`config.mk`:
```
export PLATFORM = sky130hd
export DESIGN_NAME = sobel_frame_ctrl
export DESIGN_NICKNAME = d
export VERILOG_FILES = /design/src/rtl/sobel_frame_ctrl.sv
export SDC_FILE = /design/constraint.sdc
export NUM_CORES = 2
export LEC_CHECK = 0
export CAP_MARGIN = 15
export CORE_AREA = 2 2 382 668
export CTS_CLUSTER_DIAMETER = 50
export CTS_CLUSTER_SIZE = 25
export DETAILED_ROUTE_END_ITERATION = 16
export DIE_AREA = 0 0 384 670
export SLEW_MARGIN = 20
export SYNTH_ARGS = -nofsm -noshare
export SYNTH_HDL_FRONTEND = slang
export SYNTH_SLANG_ARGS = --single-unit
```
`constraint.sdc`:
```
create_clock -name clk -period 7.8 [get_ports clk]
set_clock_uncertainty 0.05 [all_clocks]
set_input_delay 0.78 -clock clk [delete_from_list [all_inputs] [get_ports clk]]
set_output_delay 0.78 -clock clk [all_outputs]
set_load 0.02 [all_outputs]
```
`src/rtl/sobel_frame_ctrl.sv`:
```
// Sobel frame sequencer: two line buffers and a 3x3 window feed the magnitude unit,
// and a latency-matched tag pipeline re-attaches centre coordinates to its results.
module sobel_frame_ctrl #(
  parameter int unsigned IMG_W   = 128,
  parameter int unsigned IMG_H   = 128,
  parameter int unsigned MAG_LAT = 2
) (
  input  logic                       clk,
  input  logic                       rst_n,
  input  logic                       start,
  input  logic                       in_valid,
  input  logic [7:0]                 in_pixel,
  output logic                       in_ready,
  output logic [7:0]                 p0,
  output logic [7:0]                 p1,
  output logic [7:0]                 p2,
  output logic [7:0]                 p3,
  output logic [7:0]                 p5,
  output logic [7:0]                 p6,
  output logic [7:0]                 p7,
  output logic [7:0]                 p8,
  output logic                       win_valid,
  input  logic [7:0]                 mag_in,
  output logic                       out_valid,
  output logic [7:0]                 out_pixel,
  output logic [$clog2(IMG_W)-1:0]   out_x,
  output logic [$clog2(IMG_H)-1:0]   out_y,
  output logic                       busy,
  output logic                       done
);

  localparam int unsigned XW = $clog2(IMG_W);
  localparam int unsigned YW = $clog2(IMG_H);
  localparam int unsigned TL = MAG_LAT - 1;
  localparam logic [XW-1:0] X_LAST = XW'(IMG_W - 1);
  localparam logic [YW-1:0] Y_LAST = YW'(IMG_H - 1);

  typedef enum logic [1:0] {IDLE, RUN, FLUSH, DONE} state_t;

  state_t        state;
  logic [XW-1:0] x;
  logic [YW-1:0] y;
  logic [7:0]    lb0 [IMG_W];
  logic [7:0]    lb1 [IMG_W];
  logic [7:0]    c4;
  logic [XW-1:0] win_x;
  logic [YW-1:0] win_y;
  logic          tag_v [MAG_LAT];
  logic [XW-1:0] tag_x [MAG_LAT];
  logic [YW-1:0] tag_y [MAG_LAT];

  logic accept_c;
  logic frame_end_c;
  logic tag_any_c;

  assign accept_c    = in_valid && in_ready;
  assign frame_end_c = accept_c && (x == X_LAST) && (y == Y_LAST);

  always_comb begin
    tag_any_c = 1'b0;
    for (int i = 0; i < int'(MAG_LAT); i++) tag_any_c = tag_any_c | tag_v[i];
  end

  // Frame sequencer with raster counters; in_ready/busy/done track the next state.
  always_ff @(posedge clk or negedge rst_n) begin
    if (!rst_n) begin
      state    <= IDLE;
      in_ready <= 1'b0;
      busy     <= 1'b0;
      done     <= 1'b0;
      x        <= '0;
      y        <= '0;
    end else begin
      done <= 1'b0;
      case (state)
        IDLE: begin
          if (start) begin
            state    <= RUN;
            in_ready <= 1'b1;
            busy     <= 1'b1;
            x        <= '0;
            y        <= '0;
          end
        end
        RUN: begin
          if (accept_c) begin
            if (x == X_LAST) begin
              x <= '0;
              y <= (y == Y_LAST) ? '0 : y + YW'(1);
            end else begin
              x <= x + XW'(1);
            end
            if (frame_end_c) begin
              state    <= FLUSH;
              in_ready <= 1'b0;
            end
          end
        end
        FLUSH: begin
          // Last result has been emitted once nothing is left in flight.
          if (!win_valid && !tag_any_c) begin
            state <= DONE;
            done  <= 1'b1;
          end
        end
        DONE: begin
          state <= IDLE;
          busy  <= 1'b0;
        end
        default: begin
          state    <= IDLE;
          in_ready <= 1'b0;
          busy     <= 1'b0;
        end
      endcase
    end
  end

  // Line buffers carry no reset; stale rows are masked by the win_valid row gate.
  always_ff @(posedge clk) begin
    if (accept_c) begin
      lb1[x] <= lb0[x];
      lb0[x] <= in_pixel;
    end
  end

  // Window shift, tag pipeline and output re-alignment.
  always_ff @(posedge clk or negedge rst_n) begin
    if (!rst_n) begin
      {p0, p1, p2, p3, c4, p5, p6, p7, p8} <= '0;
      win_valid <= 1'b0;
      win_x     <= '0;
      win_y     <= '0;
      for (int i = 0; i < int'(MAG_LAT); i++) begin
        tag_v[i] <= 1'b0;
        tag_x[i] <= '0;
        tag_y[i] <= '0;
      end
      out_valid <= 1'b0;
      out_pixel <= '0;
      out_x     <= '0;
      out_y     <= '0;
    end else begin
      win_valid <= 1'b0;
      if (accept_c) begin
        p0 <= p1;  p1 <= p2;  p2 <= lb1[x];
        p3 <= c4;  c4 <= p5;  p5 <= lb0[x];
        p6 <= p7;  p7 <= p8;  p8 <= in_pixel;
        win_valid <= (x >= XW'(2)) && (y >= YW'(2));
        win_x     <= x - XW'(1);
        win_y     <= y - YW'(1);
      end
      tag_v[0] <= win_valid;
      tag_x[0] <= win_x;
      tag_y[0] <= win_y;
      for (int i = 1; i < int'(MAG_LAT); i++) begin
        tag_v[i] <= tag_v[i-1];
        tag_x[i] <= tag_x[i-1];
        tag_y[i] <= tag_y[i-1];
      end
      out_valid <= tag_v[TL];
      if (tag_v[TL]) begin
        out_pixel <= mag_in;
        out_x     <= tag_x[TL];
        out_y     <= tag_y[TL];
      end
    end
  end

endmodule

```
==> qor.txt <==
Status: finished clean
Max stage delay on crit path: 0.84 ns
Fraction of layout cells with a size suffix above 1: 0.151
Post-synth EDFFs: 2048
#FFs+latches synth: 2207
Crit-path max FO: 74
Crit-path cells: buf_12 -> and2_1 -> buf_4 -> nand2_1 -> o21ai_0 -> a221oi_1 -> a21oi_1 -> buf_4 -> a21oi_1 -> nand3_4 -> buf_4
Total GRT Usage: 0.232
Crit path DAT: 6.32 ns
Starting Density: 0.339
Clk sink count: 2207
Core Region: 252000 um2
Initial antenna violation count: 23
CP dominant cell by count: buf_4
Hold Slack: 0.0653 ns
Worst Hold Class: input port to asynchronous set/reset pin
RSZ-0062 raised after global routing: false
DIE WIDTH: 384 um
Crit. End Element: register
Final Cycle Share: 0.758
Worst-path clk slew: 0.09 ns
Power density over cell area: 323 nW/um2
Worst vdd ir: 0.331 mV
Post-synthesis adder-cell area fraction: 0.00161
Final TNS setup: 0 ns
Reg2reg start: x[1]
Global route overflow: 0
1st-iter DRT viols: 7516
Simple-gate share of the synthesized area: 0.0395
Unique cell type count in the Yosys netlist: 89
Slew headroom: 0.159
Die Y: 670 um
Asr flop ratio synth: 0.0720
CTS Buf Count: 111
Net Count, Synth: 5017
Pleak: 0.0297 uW
CTS tree: built
Slew Viols, Final: 0
Seq/Total Area, Yosys: 0.768
Rows: 244
Worst R2R End: lb1[55][4]
CP required: 8.21 ns
R2R depth: 11
Yosys warnings: 0
Post-synthesis mux area share: 0.0647
Critical path's slowest cell: dfrtp_4
Vias/cell: 6.07
Post-Synthesis Cells: 4986
Clock latency at the later pin of the worst-skew pair: 0.81 ns
Worst-case clock buffer depth: 3
Netlist Area Pre-Place: 85300 um2
Ys flop type: edfxtp_1
R2R Setup Slk: 1.89 ns
Compound-cell area share of the yosys netlist: 0.103
F_max: 169 MHz
First-pass GRT wire length: 417 mm
Placer Congestion: 0.961
Post_cts resized: 0
Post-layout min period: 5.91 ns
Nets: 5187
Largest net degree at the start of global routing: 108
Max-cap viol count: 0
Post-CTS setup buffer count: 0
Total die area: 257000 um2
Remaining antenna violation count after routing: 0
Boundary pin count: 111
Final setup vio count: 0
Vias in the first global route: 50442
Hold buffers post-CTS: 0
Largest family of logic cells by synthesized area: compound AO/OA/AOI/OAI gates
Detail Placement HPWL: 189 mm
Via count: 51849
Post-Synth XOR/XNOR Area: 0.00123
Drc violations: 0
PortBufs: 110
First-pass DRT Iterations: 7
WL/cell: 35.7 um
Final Hold Fails: 0
Crit start category: register
P&R area growth vs syn: 11.3%
Slew @ Worst Pin: 1.25 ns
Avg Cell Area, Syn: 17.1 um2
Final wirelength: 305 mm
Crit Path Class: register to register
H-tree Lvls: 3
Clock root buffer: clkbuf_16
## state kept, by name (all words and copies together), names as in the netlist, 14 cells and up
| signal | count |
|---|---|
| tag_x | 14 |
| lb1 | 1024 |
| lb0 | 1024 |
| tag_y | 14 |
## worst max-delay path by stage
stage / from / end / slack, ns / cells past startpoint
after global placement: x[1] / lb1[103][4] / 2.10 / 11
final: x[1] / lb1[55][4] / 1.89 / 11
after detailed placement: x[1] / lb1[55][4] / 2.05 / 11
after CTS: x[1] / lb1[120][4] / 2.03 / 11
after global routing: x[1] / lb1[54][2] / 1.82 / 10
after floorplan: x[1] / lb1[0][1] / 1.60 / 10
## final cells by class
type / count / area [um2]
multi-input combinational: 2401 / 18200
fill: 23001 / 157000
clock inverter: 54 / 613
sequential: 2207 / 65500
timing repair buffer: 421 / 3550
antenna: 5 / 12.5
inverter: 14 / 65.1
clock buffer: 121 / 2880
tap: 3321 / 4160
## placed cells by master (no fill, tap or decap), types with 129 or more instances in the layout
cell type,instances
edfxtp_1,2048
nand2_1,367
buf_4,307
a221oi_1,267
nor2_1,228
a21oi_1,204
dfrtp_1,153
o21ai_0,145
mux2i_1,144
a22oi_1,129
## metal layers
metal | vias to the layer above | GRT usage | wire [um]
li1 | 20405 | - | -
met1 | 26828 | 0.255 | 96700
met2 | 3582 | 0.383 | 146000
met3 | 1016 | 0.0397 | 28000
met4 | 18 | 0.210 | 34400
met5 | - | 0 | 111
## metrics by stage
| step | util | setup WS [ns] | instances | total power [uW] | instance area (um2) |
|---|---|---|---|---|---|
| 3_3_place_gp | 0.363 | 2.10 | 8360 | 23800 | 91400 |
| 6_report | 0.377 | 1.89 | 8544 | 30700 | 95000 |
| 3_5_place_dp | 0.363 | 2.05 | 8362 | 24000 | 91400 |
| 2_1_floorplan | - | 1.60 | 4986 | 20100 | 85300 |
| 4_1_cts | 0.377 | 2.03 | 8537 | 30500 | 94900 |
| 5_1_grt | 0.377 | 1.82 | 8540 | 31400 | 95000 |
## power by group
| part | leakage [uW] | switching [uW] | internal [uW] |
|---|---|---|---|
| Clock | 0.00169 | 3880 | 2890 |
| Combinational | 0.00762 | 6400 | 2600 |
| Sequential | 0.0204 | 313 | 14600 |
| Total | 0.0297 | 10600 | 20100 |
## critical path: cells and delay by family, from the launching register on
family	cells	cell delay, ns
AOI/OAI and AO/OA	4	1.20
DFF	1	0.84
and+or+nand+nor	3	1.30
buffers and inverters	4	1.94
## cell families (layout without fill, tap and decap cells)
family                     Yosys count  in the layout
other                                0              5
DFF                               2207           2207
and+or+nand+nor                    783            783
xor gates and xnor gates            12             12
adders and majority gates           11             11
buffers and inverters              378            610
AOI/OAI and AO/OA                 1194           1194
muxes                              401            401
## synthesized netlist by cell type (11+ instances only)
cell       number  share of area
a211oi_1       20         0.0018
nand3_1        29         0.0017
buf_1          43         0.0019
a21oi_1       204          0.012
mux2_1         25         0.0033
o21ai_0       147         0.0086
a222oi_1       39         0.0046
a21o_1         39         0.0034
o2bb2ai_1      22         0.0023
mux4_2        105          0.028
inv_1          11        0.00048
nor2b_1        31         0.0023
a221o_1        52         0.0061
ha_1           11         0.0016
nor2_1        237          0.010
o22ai_1        44         0.0032
nand2b_1       16         0.0012
clkbuf_1      128         0.0056
a31oi_1        21         0.0015
nand4_1        13        0.00095
a22o_1         40         0.0041
nor3_1         29         0.0017
o2111ai_1      13         0.0013
o221ai_1       22         0.0023
buf_4          33         0.0029
o211ai_1       23         0.0020
buf_6          20         0.0026
mux2i_1       144          0.017
mux2_2        126          0.017
a221oi_1      267          0.027
a22oi_1       129          0.011
dfrtp_1       159          0.047
nand2_1       369          0.016
edfxtp_1     2048           0.72
buf_2         140         0.0082
(Power assumes the default switching activity.)
